File: config.mk
export PLATFORM = sky130hd
export DESIGN_NAME = calcu_ab_pipe_flat
export DESIGN_NICKNAME = d
export VERILOG_FILES = /design/src/rtl/calcu_pkg.sv /design/src/rtl/calcu_ab_pipe_if.sv /design/src/rtl/calcu_ab_pipe_ab_compute.sv /design/src/rtl/calcu_ab_pipe.sv /design/src/flat_wrapper.sv
export SDC_FILE = /design/constraint.sdc
export NUM_CORES = 1
export LEC_CHECK = 0
export CELL_PAD_IN_SITES_DETAIL_PLACEMENT = 1
export CELL_PAD_IN_SITES_GLOBAL_PLACEMENT = 1
export CORE_MARGIN = 1.5
export CORE_UTILIZATION = 40
export CTS_BUF_LIST = sky130_fd_sc_hd__clkbuf_8 sky130_fd_sc_hd__clkbuf_16
export DETAILED_ROUTE_END_ITERATION = 6
export HOLD_SLACK_MARGIN = 0.06
export PLACE_DENSITY = 0.74
export RECOVER_POWER = 50
export SLEW_MARGIN = 10
export SYNTH_ARGS = -nofsm -noshare
export SYNTH_HDL_FRONTEND = slang
export SYNTH_SLANG_ARGS = --single-unit
File: constraint.sdc
create_clock -name iCLK -period 203.2 [get_ports iCLK]
set_input_delay 50.8 -clock iCLK [delete_from_list [all_inputs] [get_ports iCLK]]
set_output_delay 50.8 -clock iCLK [all_outputs]
set_load 0.01 [all_outputs]
File: src/rtl/calcu_pkg.sv
// calcu_pkg
// Shared definitions for the guided-filter coefficient stage (calcu_ab_pipe):
// the sequencer state type, default geometry/width constants and a helper
// that turns the frame geometry into a pixel count.
// Ports: none (package).
package calcu_pkg;

  typedef enum logic [1:0] {
    IDLE  = 2'd0,
    RUN   = 2'd1,
    DRAIN = 2'd2,
    DONE  = 2'd3
  } calcuStateT;

  localparam int DEF_IMG_W  = 300;
  localparam int DEF_IMG_H  = 210;
  localparam int DEF_DW     = 24;
  localparam int DEF_ADDR_W = 16;
  localparam int DEF_FRAC   = 7;
  localparam int DEF_RD_LAT = 1;

  // Number of pixels in one frame; used to size the address sweep.
  function automatic int pixelCount(input int w, input int h);
    return w * h;
  endfunction

endpackage

File: src/rtl/calcu_ab_pipe_if.sv
// calcu_ab_pipe_if
// Bundles the controller handshake, the source-RAM read bus (var/mean) and
// the result-RAM write bus (A/B) of calcu_ab_pipe.
// Ports: none; parameters DW (data width) and ADDR_W (RAM address width).
//   master modport : the coefficient pipeline (drives busy/done/read/write).
//   slave modport  : the controller and RAMs around it.
interface calcu_ab_pipe_if
  import calcu_pkg::*;
#(
  parameter int DW     = DEF_DW,
  parameter int ADDR_W = DEF_ADDR_W
);

  logic              iStart;
  logic              iMode;
  logic [DW-1:0]     iEps;
  logic              oBusy;
  logic              oDone;
  logic              oRdEn;
  logic [ADDR_W-1:0] oRdAddr;
  logic [DW-1:0]     iVar;
  logic [DW-1:0]     iMean;
  logic [ADDR_W-1:0] oWrAddr;
  logic              oWrEnA;
  logic [DW-1:0]     oDataA;
  logic              oWrEnB;
  logic [DW-1:0]     oDataB;

  modport master (
    input  iStart, iMode, iEps, iVar, iMean,
    output oBusy, oDone, oRdEn, oRdAddr, oWrAddr, oWrEnA, oDataA, oWrEnB, oDataB
  );

  modport slave (
    output iStart, iMode, iEps, iVar, iMean,
    input  oBusy, oDone, oRdEn, oRdAddr, oWrAddr, oWrEnA, oDataA, oWrEnB, oDataB
  );

endinterface

File: src/rtl/calcu_ab_pipe_ab_compute.sv
// ab_compute
// Two-stage registered arithmetic for one pixel per cycle:
//   stage 1: a = (var << FRAC) / (var + eps), or 1.0 when var + eps == 0
//   stage 2: b = mean - ((a * mean) >> FRAC), plus the write strobes/address
// Ports:
//   iCLK, iRST_N     clock, synchronous active-low reset
//   inValid, inAddr  pixel valid/address aligned with inVar/inMean
//   inVar, inMean    source data
//   eps, mode        frame-constant regularisation term and write mode
//   s1Valid          stage-1 occupancy, used by the sequencer to detect drain
//   wrEnA/wrEnB      result RAM strobes, wrAddr shared address
//   dataA/dataB      coefficients (a zero-extended)
module ab_compute
  import calcu_pkg::*;
#(
  parameter int DW     = DEF_DW,
  parameter int ADDR_W = DEF_ADDR_W,
  parameter int FRAC   = DEF_FRAC
) (
  input  logic              iCLK,
  input  logic              iRST_N,
  input  logic              inValid,
  input  logic [ADDR_W-1:0] inAddr,
  input  logic [DW-1:0]     inVar,
  input  logic [DW-1:0]     inMean,
  input  logic [DW-1:0]     eps,
  input  logic              mode,
  output logic              s1Valid,
  output logic              wrEnA,
  output logic              wrEnB,
  output logic [ADDR_W-1:0] wrAddr,
  output logic [DW-1:0]     dataA,
  output logic [DW-1:0]     dataB
);

  // a never exceeds 1 << FRAC, so FRAC+1 bits hold it exactly.
  localparam int AW = FRAC + 1;
  localparam int QW = DW + FRAC;
  localparam int PW = DW + FRAC + 1;
  localparam logic [AW-1:0] A_ONE = AW'(32'd1 << FRAC);

  logic [QW-1:0]     num;
  logic [QW-1:0]     den;
  logic [AW-1:0]     aNext;
  logic [ADDR_W-1:0] s1Addr;
  logic [AW-1:0]     s1A;
  logic [DW-1:0]     s1Mean;
  logic [DW-1:0]     bSub;
  logic [DW-1:0]     bVal;

  // The denominator is computed at full quotient width so var + eps cannot
  // wrap; a zero denominator means "no variance, no regularisation" and a
  // saturates to 1.0.
  always_comb begin
    num = {inVar, {FRAC{1'b0}}};
    den = QW'(inVar) + QW'(eps);
    if (den == '0) begin
      aNext = A_ONE;
    end else begin
      aNext = AW'(num / den);
    end
  end

  always_ff @(posedge iCLK) begin
    if (!iRST_N) begin
      s1Valid <= 1'b0;
      s1Addr  <= '0;
      s1A     <= '0;
      s1Mean  <= '0;
    end else begin
      s1Valid <= inValid;
      s1Addr  <= inAddr;
      s1A     <= aNext;
      s1Mean  <= inMean;
    end
  end

  // Since a <= 1.0, (a * mean) >> FRAC <= mean, so the subtraction never
  // underflows.
  always_comb begin
    bSub = DW'((PW'(s1A) * PW'(s1Mean)) >> FRAC);
    bVal = s1Mean - bSub;
  end

  // Data outputs are forced to zero outside a write so idle buses are quiet
  // and mode 0 keeps the B data at zero.
  always_ff @(posedge iCLK) begin
    if (!iRST_N) begin
      wrEnA  <= 1'b0;
      wrEnB  <= 1'b0;
      wrAddr <= '0;
      dataA  <= '0;
      dataB  <= '0;
    end else begin
      wrEnA  <= s1Valid;
      wrEnB  <= s1Valid & mode;
      wrAddr <= s1Addr;
      dataA  <= s1Valid ? DW'(s1A) : '0;
      dataB  <= (s1Valid & mode) ? bVal : '0;
    end
  end

endmodule

File: src/rtl/calcu_ab_pipe.sv
// calcu_ab_pipe
// Streams one frame of var/mean words from the source RAMs, computes the
// guided-filter coefficients a (and optionally b) and writes them to the A/B
// result RAMs at one pixel per cycle. Sequenced by iStart / oDone.
// Ports:
//   iCLK, iRST_N  clock, synchronous active-low reset
//   pipeBus       calcu_ab_pipe_if.master: start/mode/eps, busy/done,
//                 source read bus (oRdEn, oRdAddr, iVar, iMean) and
//                 result write bus (oWrAddr, oWrEnA, oDataA, oWrEnB, oDataB)
module calcu_ab_pipe
  import calcu_pkg::*;
#(
  parameter int IMG_W  = DEF_IMG_W,
  parameter int IMG_H  = DEF_IMG_H,
  parameter int DW     = DEF_DW,
  parameter int ADDR_W = DEF_ADDR_W,
  parameter int FRAC   = DEF_FRAC,
  parameter int RD_LAT = DEF_RD_LAT
) (
  input logic             iCLK,
  input logic             iRST_N,
  calcu_ab_pipe_if.master pipeBus
);

  localparam int N = pixelCount(IMG_W, IMG_H);
  localparam logic [ADDR_W-1:0] LAST_ADDR = ADDR_W'(N - 1);

  calcuStateT        state;
  calcuStateT        stateNext;
  logic [ADDR_W-1:0] addrCnt;
  logic [DW-1:0]     epsReg;
  logic              modeReg;
  logic [RD_LAT-1:0] vPipe;
  logic [ADDR_W-1:0] aPipe [RD_LAT];
  logic              s1Valid;
  logic              pipeEmpty;

  // Once reads stop, the last pixel still has to cross the latency line and
  // stage 1; when both are empty the final write is sitting in stage 2, so
  // DONE lands exactly one cycle after it.
  assign pipeEmpty = (vPipe == '0) && !s1Valid;

  always_ff @(posedge iCLK) begin
    if (!iRST_N) begin
      state <= IDLE;
    end else begin
      state <= stateNext;
    end
  end

  always_comb begin
    stateNext        = state;
    pipeBus.oBusy    = 1'b0;
    pipeBus.oDone    = 1'b0;
    pipeBus.oRdEn    = 1'b0;
    unique case (state)
      IDLE: begin
        if (pipeBus.iStart) begin
          stateNext = RUN;
        end
      end
      RUN: begin
        pipeBus.oBusy = 1'b1;
        pipeBus.oRdEn = 1'b1;
        if (addrCnt == LAST_ADDR) begin
          stateNext = DRAIN;
        end
      end
      DRAIN: begin
        pipeBus.oBusy = 1'b1;
        if (pipeEmpty) begin
          stateNext = DONE;
        end
      end
      DONE: begin
        pipeBus.oDone = 1'b1;
        stateNext     = IDLE;
      end
      default: stateNext = IDLE;
    endcase
  end

  // The read address stops at the last pixel and is only rewound outside a
  // frame, so it never wraps or leaves the frame.
  always_ff @(posedge iCLK) begin
    if (!iRST_N) begin
      addrCnt <= '0;
    end else if (state == RUN) begin
      if (addrCnt != LAST_ADDR) begin
        addrCnt <= addrCnt + 1'b1;
      end
    end else if (state != DRAIN) begin
      addrCnt <= '0;
    end
  end

  assign pipeBus.oRdAddr = addrCnt;

  // eps and mode are frozen for the whole frame at the accepted start.
  always_ff @(posedge iCLK) begin
    if (!iRST_N) begin
      epsReg  <= '0;
      modeReg <= 1'b0;
    end else if (state == IDLE && pipeBus.iStart) begin
      epsReg  <= pipeBus.iEps;
      modeReg <= pipeBus.iMode;
    end
  end

  // Read-latency alignment: valid is cleared on reset so an aborted frame
  // leaves nothing behind; the address copies only matter while valid.
  always_ff @(posedge iCLK) begin
    if (!iRST_N) begin
      vPipe <= '0;
    end else begin
      vPipe[0] <= pipeBus.oRdEn;
      for (int i = 1; i < RD_LAT; i++) begin
        vPipe[i] <= vPipe[i-1];
      end
    end
  end

  always_ff @(posedge iCLK) begin
    aPipe[0] <= addrCnt;
    for (int i = 1; i < RD_LAT; i++) begin
      aPipe[i] <= aPipe[i-1];
    end
  end

  ab_compute #(
    .DW     (DW),
    .ADDR_W (ADDR_W),
    .FRAC   (FRAC)
  ) uCompute (
    .iCLK    (iCLK),
    .iRST_N  (iRST_N),
    .inValid (vPipe[RD_LAT-1]),
    .inAddr  (aPipe[RD_LAT-1]),
    .inVar   (pipeBus.iVar),
    .inMean  (pipeBus.iMean),
    .eps     (epsReg),
    .mode    (modeReg),
    .s1Valid (s1Valid),
    .wrEnA   (pipeBus.oWrEnA),
    .wrEnB   (pipeBus.oWrEnB),
    .wrAddr  (pipeBus.oWrAddr),
    .dataA   (pipeBus.oDataA),
    .dataB   (pipeBus.oDataB)
  );

endmodule

File: src/flat_wrapper.sv
// flat-port wrapper written by rule: the top's interface ports become plain ports
module calcu_ab_pipe_flat import calcu_pkg::*;
#(
  parameter int IMG_W  = DEF_IMG_W,
  parameter int IMG_H  = DEF_IMG_H,
  parameter int DW     = DEF_DW,
  parameter int ADDR_W = DEF_ADDR_W,
  parameter int FRAC   = DEF_FRAC,
  parameter int RD_LAT = DEF_RD_LAT
)
  (iCLK, iRST_N, pipeBus_iStart, pipeBus_iMode, pipeBus_iEps, pipeBus_iVar, pipeBus_iMean, pipeBus_oBusy, pipeBus_oDone, pipeBus_oRdEn, pipeBus_oRdAddr, pipeBus_oWrAddr, pipeBus_oWrEnA, pipeBus_oDataA, pipeBus_oWrEnB, pipeBus_oDataB);
  calcu_ab_pipe_if #(.DW(DW), .ADDR_W(ADDR_W)) pipeBus_i ();
  input logic iCLK;
  input logic iRST_N;
  input wire logic [$bits(pipeBus_i.iStart)-1:0] pipeBus_iStart;
  input wire logic [$bits(pipeBus_i.iMode)-1:0] pipeBus_iMode;
  input wire logic [$bits(pipeBus_i.iEps)-1:0] pipeBus_iEps;
  input wire logic [$bits(pipeBus_i.iVar)-1:0] pipeBus_iVar;
  input wire logic [$bits(pipeBus_i.iMean)-1:0] pipeBus_iMean;
  output wire logic [$bits(pipeBus_i.oBusy)-1:0] pipeBus_oBusy;
  output wire logic [$bits(pipeBus_i.oDone)-1:0] pipeBus_oDone;
  output wire logic [$bits(pipeBus_i.oRdEn)-1:0] pipeBus_oRdEn;
  output wire logic [$bits(pipeBus_i.oRdAddr)-1:0] pipeBus_oRdAddr;
  output wire logic [$bits(pipeBus_i.oWrAddr)-1:0] pipeBus_oWrAddr;
  output wire logic [$bits(pipeBus_i.oWrEnA)-1:0] pipeBus_oWrEnA;
  output wire logic [$bits(pipeBus_i.oDataA)-1:0] pipeBus_oDataA;
  output wire logic [$bits(pipeBus_i.oWrEnB)-1:0] pipeBus_oWrEnB;
  output wire logic [$bits(pipeBus_i.oDataB)-1:0] pipeBus_oDataB;
  assign pipeBus_i.iStart = pipeBus_iStart;
  assign pipeBus_i.iMode = pipeBus_iMode;
  assign pipeBus_i.iEps = pipeBus_iEps;
  assign pipeBus_i.iVar = pipeBus_iVar;
  assign pipeBus_i.iMean = pipeBus_iMean;
  assign pipeBus_oBusy = pipeBus_i.oBusy;
  assign pipeBus_oDone = pipeBus_i.oDone;
  assign pipeBus_oRdEn = pipeBus_i.oRdEn;
  assign pipeBus_oRdAddr = pipeBus_i.oRdAddr;
  assign pipeBus_oWrAddr = pipeBus_i.oWrAddr;
  assign pipeBus_oWrEnA = pipeBus_i.oWrEnA;
  assign pipeBus_oDataA = pipeBus_i.oDataA;
  assign pipeBus_oWrEnB = pipeBus_i.oWrEnB;
  assign pipeBus_oDataB = pipeBus_i.oDataB;
  calcu_ab_pipe #(.IMG_W(IMG_W), .IMG_H(IMG_H), .DW(DW), .ADDR_W(ADDR_W), .FRAC(FRAC), .RD_LAT(RD_LAT)) u_core (.iCLK(iCLK), .iRST_N(iRST_N), .pipeBus(pipeBus_i));
endmodule
==> reports/metrics.yaml, run 1 <==
run_status:
  status: "finished, violations left"
  failed_checks: "max-capacitance violations, max-slew violations"
worst_setup_path:
  critPathLaunchType: "primary input"
  cpLargestDelayFamily: "compound AO/OA/AOI/OAI gates"
  critPathMaxStageDelay_ns: 0.91
  cp.arrival_ns: 146.59
  cpMostUsedCell: "o21ai_0"
  crit_type: "primary input to flip-flop"
  crit_path_start: "pipeBus_iVar[0]"
  path_buf_inv: 12
  end_kind: "flip-flop"
  r2r_start: "u_core.epsReg[0]"
  rrSetupSlack_ns: 107.61
  slowest_stage: "nor2_1"
  cp.required_ns: 203.58
  cp_max_fo: 35
synth:
  synth_cell_type_count: 108
  synth_edf_count: 0
  yosysMostFrequentCell: "ha_1"
  yosysWarnings: 0
  synthTopCellsByCount: "ha_1, nand2_1, nor2_1, a21oi_1, inv_1"
  syn_area_per_cell_um2: 7.43
  synth_cells: 5134
  async_reset_ff_frac: 0
  synth_top_area_cell: "ha_1"
  ys.flop_type: "dfxtp_1"
  ys_seq_area_frac: 0.0835
  ys_ff_latch: 159
  yosysTopAreaCellShare: 0.187
  synth_area_leaders: "ha_1, dfxtp_1, fa_1"
  synth_area_mm2: 0.0381
sta:
  finClkSkew_ns: 0.0188
  hold_viol_final: 0
  slew-limit-headroom: -0.611
  fmax_mhz: 6.84
  report.final.setup_viol: 0
  tightest_slew_ns: 2.42
  setup-tns-final_ns: 0
  maxSlewViolCount: 102
  period_share: 0.720
  rsz0062_at_grt: "no"
  finalCriticalPeriod_ns: 146.21
place:
  dp.cells: 6447
  gp_congestion: 0.947
  io_buffers: 144
  hpwl_um: 112000
floorplanning:
  die_h_um: 312
  fp-row-count: 113
  io_pins: 161
  start_util: 0.402
  core_area_mm2: 0.0947
  fp.dieArea_mm2: 0.0972
  die_w_um: 312
cts:
  cts_tree: "done"
  clkTransAtPathRegs_ns: 0.09
  postCtsSetupRepairBufs: 0
  cts_resized: 0
  htreeDepth: 4
  cts_buffers: 17
  clock_latency_ns: 0.51
  clock_path_buffers: 2
  hold_buffers: 0
  cts_root_buf: "clkbuf_16"
  numClockSinks: 159
global_route:
  grtUsageTotal: 0.288
  grt_max_degree: 71
  antenna_found_initial: 1
  grt_overflow: 0
  grt_pass1_wl_um: 224000
  grt_pass1_vias: 39400
route:
  drt-initial-drc-count: 2471
  first_pass_iters: 5
  viasPerCell: 5.98
  num_vias: 38700
  avgRoutedWirePerCell_um: 21.9
  routed_wl_um: 142000
  postRouteAntennaNets: 0
  drcViolationCount: 0
hold_path:
  min_from: "u_core.pipeBus.oRdAddr[5]"
  hp-class: "flip-flop to flip-flop"
run:
  maxCapViolations: 2
finish:
  multi_input_area_mm2: 0.0332
  nets: 5980
  utilization: 0.439
  fillers: 12000
  drive_gt1_frac: 0.0639
  seqCellArea_mm2: 0.00318
  antennaDiodeCount: 0
  area_growth_syn_to_layout_pct: 8.96
  final_cells: 6479
[through the flow]
stage          hold slack, ns  setup WS, ns  cell area [um2]
2_1_floorplan           0.412         72.65            38200
3_3_place_gp            0.396         62.04            41000
3_5_place_dp            0.407         58.34            41000
4_1_cts                 0.414         58.56            41600
5_1_grt                 0.433         49.22            41500
6_report                0.418         56.99            41500
[path summary, 6_finish.rpt]
| path | endpoint | depth (start not counted) |
|---|---|---|
| worst max-delay path | u_core.uCompute.s1A[0] | 366 |
| worst min-delay path | u_core.aPipe[0][5] | 0 |
| worst min register to register | u_core.aPipe[0][5] | 0 |
| worst max register to register | u_core.uCompute.s1A[0] | 366 |
[area by class of cell]
| cell class | count | area share |
|---|---|---|
| clock buffers | 17 | 0.0102 |
| clock inverters | 15 | 0.00416 |
| inverters | 282 | 0.0255 |
| multi-input cells | 4534 | 0.800 |
| flip-flops and latches | 159 | 0.0766 |
| well taps | 1265 | 0.0381 |
| repair buffers | 207 | 0.0457 |
[cell usage in the layout (no fill, tap or decap), types with 42 or more instances in the layout]
master | Yosys | routed
mux2_2 | 111 | 111
nand3_1 | 117 | 117
and3_1 | 54 | 54
dfxtp_1 | 159 | 159
nand4_1 | 52 | 52
or2_2 | 54 | 54
o21ai_0 | 255 | 255
inv_1 | 281 | 281
a21o_1 | 162 | 162
nor3_1 | 136 | 134
and2_0 | 1 | 43
nor2_1 | 471 | 471
o21a_1 | 123 | 123
a21oi_1 | 419 | 419
o21bai_1 | 55 | 55
nand2b_1 | 68 | 68
a21boi_0 | 42 | 42
xnor2_1 | 234 | 233
nor2b_1 | 79 | 79
and2_1 | 173 | 130
fa_1 | 133 | 132
ha_1 | 570 | 569
xor2_1 | 140 | 140
a31oi_1 | 58 | 58
clkdlybuf4s50_1 | 0 | 143
buf_4 | 25 | 61
nand2_1 | 531 | 530
[kinds of logic (layout without fill, tap and decap cells)]
family	count (synthesis)	after routing	share of synthesized area
simple gates	1860	1860	0.235
compound gates	1426	1426	0.244
fa+ha+maj	704	704	0.257
buf+inv	456	521	0.0487
xor+xnor	376	376	0.0868
flops	159	159	0.0835
mux	152	152	0.0451
other cells	1	16	0.0000984
[state kept, by name, indices dropped and copies added, names as in the netlist, 2 cells and up]
register,flops
u_core.uCompute.wrAddr,16
u_core.state,2
u_core.pipeBus.oRdAddr,16
u_core.uCompute.s1Addr,16
u_core.uCompute.s1A,8
u_core.uCompute.dataB,24
u_core.aPipe,16
u_core.uCompute.s1Mean,24
u_core.epsReg,24
u_core.uCompute.dataA,8
[routing by layer]
metal | vias to the layer above | share of wire | GRT usage
met2 | 978 | 0.45 | 0.471
met1 | 19100 | 0.47 | 0.396
met4 | 2 | 0.030 | 0.0862
li1 | 18400 | - | -
met3 | 204 | 0.050 | 0.0303
met5 | - | 0.000092 | 0
Power of run 1 is not shown: default switching activity piles up to over one toggle a cycle in this logic, so the estimate is an artifact.
==> run 2, diff against run 1 <==
Clock period 203.2 ns to 152.8 ns, I/O delays scaled along.
==> reports/metrics.yaml, run 2 (same netlist as run 1, synthesis figures left out) <==
run:
  maxCapViolations: 2  # unchanged
sta:
  report.final.setup_viol: 0  # unchanged
  finClkSkew_ns: 0.0381  # +0.0193 ns
  rsz0062_at_grt: "no"
  finalCriticalPeriod_ns: 133.40
  hold_viol_final: 0  # unchanged
  tightest_slew_ns: 2.34  # -0.0809 ns
  period_share: 0.873
  slew-limit-headroom: -0.557  # +0.0539
  maxSlewViolCount: 102  # unchanged
  fmax_mhz: 7.50
  setup-tns-final_ns: 0  # unchanged
cts:
  htreeDepth: 4  # unchanged
  postCtsSetupRepairBufs: 0  # unchanged
  cts_buffers: 17  # unchanged
  cts_tree: "done"
  clkTransAtPathRegs_ns: 0.12  # +0.03 ns
  numClockSinks: 159  # unchanged
  cts_root_buf: "clkbuf_16"
  clock_latency_ns: 0.53  # +0.02 ns
  hold_buffers: 0  # unchanged
  clock_path_buffers: 2  # unchanged
  cts_resized: 0  # unchanged
worst_setup_path:
  critPathMaxStageDelay_ns: 0.91  # about the same
  path_buf_inv: 12  # unchanged
  rr_endpoint: "u_core.uCompute.s1A[0]"
  r2r_start: "u_core.epsReg[0]"
  end_kind: "flip-flop"
  cp.arrival_ns: 133.77  # -12.82 ns
  cp.required_ns: 153.17  # -50.41 ns
  cp_max_fo: 35  # unchanged
  cpLargestDelayFamily: "compound AO/OA/AOI/OAI gates"
  crit_type: "primary input to flip-flop"
  reg2reg_depth: 368  # +0.55%
  slowest_stage: "o31ai_1"
  critPathLaunchType: "primary input"
  rrSetupSlack_ns: 57.39  # -50.22 ns
place:
  io_buffers: 144  # unchanged
  gp_congestion: 0.945  # -0.20%
  hpwl_um: 112000  # -0.26%
finish:
  nets: 5980  # unchanged
  antennaDiodeCount: 0  # unchanged
  fillers: 11900  # -0.18%
  reg.largest.list: "u_core.epsReg: 24 flops, u_core.uCompute.dataB: 24 flops, u_core.uCompute.s1Mean: 24 flops"
  mostFrequentLayoutCells: "ha_1, nand2_1, nor2_1, a21oi_1, inv_1"
  drive_gt1_frac: 0.0637  # -0.000192
  area_growth_syn_to_layout_pct: 8.99  # about the same
  layout_commonest_cell: "ha_1"
global_route:
  antenna_found_initial: 3  # +2
  gr-max-usage-layer: "met2"
  use_met2: 0.461  # -0.00939
  grt_max_degree: 71  # unchanged
  use_met1: 0.390  # -0.00634
  met3_usage: 0.0397  # +0.00932
  grtUsageTotal: 0.287  # about the same
  grt_pass1_vias: 39700  # +0.81%
  grt_pass1_wl_um: 223000  # -0.32%
  grt_overflow: 0  # unchanged
route:
  num_vias: 38400  # -0.81%
  drcViolationCount: 0  # unchanged
  avgRoutedWirePerCell_um: 21.8  # -0.39%
  routed_wl_um: 141000  # -0.39%
  postRouteAntennaNets: 0  # unchanged
  first_pass_iters: 5  # unchanged
  viasPerCell: 5.93  # -0.81%
  drt-initial-drc-count: 2591  # +4.9%
floorplanning:
  fp-row-count: 113  # unchanged
  fp.dieArea_mm2: 0.0972  # unchanged
  io_pins: 161  # unchanged
  core_area_mm2: 0.0947  # unchanged
  start_util: 0.402  # unchanged
  die_w_um: 312  # unchanged
  die_h_um: 312  # unchanged
hold_path:
  min_from: "u_core.aPipe[0][0]"
  hold_path_depth: 1  # +1
  hold_path_end: "u_core.uCompute.s1Addr[0]"
  hp-class: "flip-flop to flip-flop"
run_status:
  failed_checks: "max-capacitance violations, max-slew violations"
  status: "finished, violations left"
[run 2: worst max-delay path by stage]
stage	start	end	slack, ns	cells after the start
6_report	pipeBus_iVar[0]	u_core.uCompute.s1A[0]	19.40	368
5_1_grt	pipeBus_iVar[0]	u_core.uCompute.s1A[0]	11.60	369
4_1_cts	pipeBus_iVar[0]	u_core.uCompute.s1A[0]	20.79	368
3_5_place_dp	pipeBus_iVar[0]	u_core.uCompute.s1A[0]	20.71	368
3_3_place_gp	pipeBus_iVar[0]	u_core.uCompute.s1A[0]	24.25	366
2_1_floorplan	pipeBus_iVar[3]	u_core.uCompute.s1A[0]	34.85	386
[run 2: worst reg2reg max path, delay by kind of cell (launching register included)]
kind                       cells  cell delay (ns)
AOI/OAI and AO/OA            203            51.63
muxes                          7             2.66
xor gates and xnor gates       1             0.38
DFF                            1             0.31
adders and majority gates     32            10.12
buffers and inverters         12             2.54
and+or+nand+nor              113            27.69
[run 2: per-stage QoR]
| step | hold slack (ns) | utilization | cell area (um2) | cells | setup WS (ns) |
|---|---|---|---|---|---|
| after floorplan | 0.412 | - | 38200 | 5149 | 34.85 |
| after CTS | 0.426 | 0.439 | 41600 | 6479 | 20.79 |
| after detailed placement | 0.409 | 0.432 | 41000 | 6447 | 20.71 |
| after global routing | 0.436 | 0.439 | 41600 | 6479 | 11.60 |
| after global placement | 0.396 | 0.432 | 41000 | 6447 | 24.25 |
| final | 0.416 | 0.439 | 41600 | 6479 | 19.40 |
[run 2: metal layers]
layer | share of wire | routed length, um
met2 | 0.44 | 62600
met1 | 0.46 | 65200
met5 | 0 | 0
met4 | 0.038 | 5430
met3 | 0.058 | 8240
[run 2: area by class of cell]
type                       instances  area [um2]  share of cell area
multi-input combinational       4534       33200               0.799
timing repair buffer             207        1900              0.0456
tap                             1265        1580              0.0381
clock buffer                      17         425              0.0102
inverter                         282        1060              0.0255
clock inverter                    15         186             0.00449
sequential                       159        3180              0.0766
Power of run 2 is left out for the same reason.
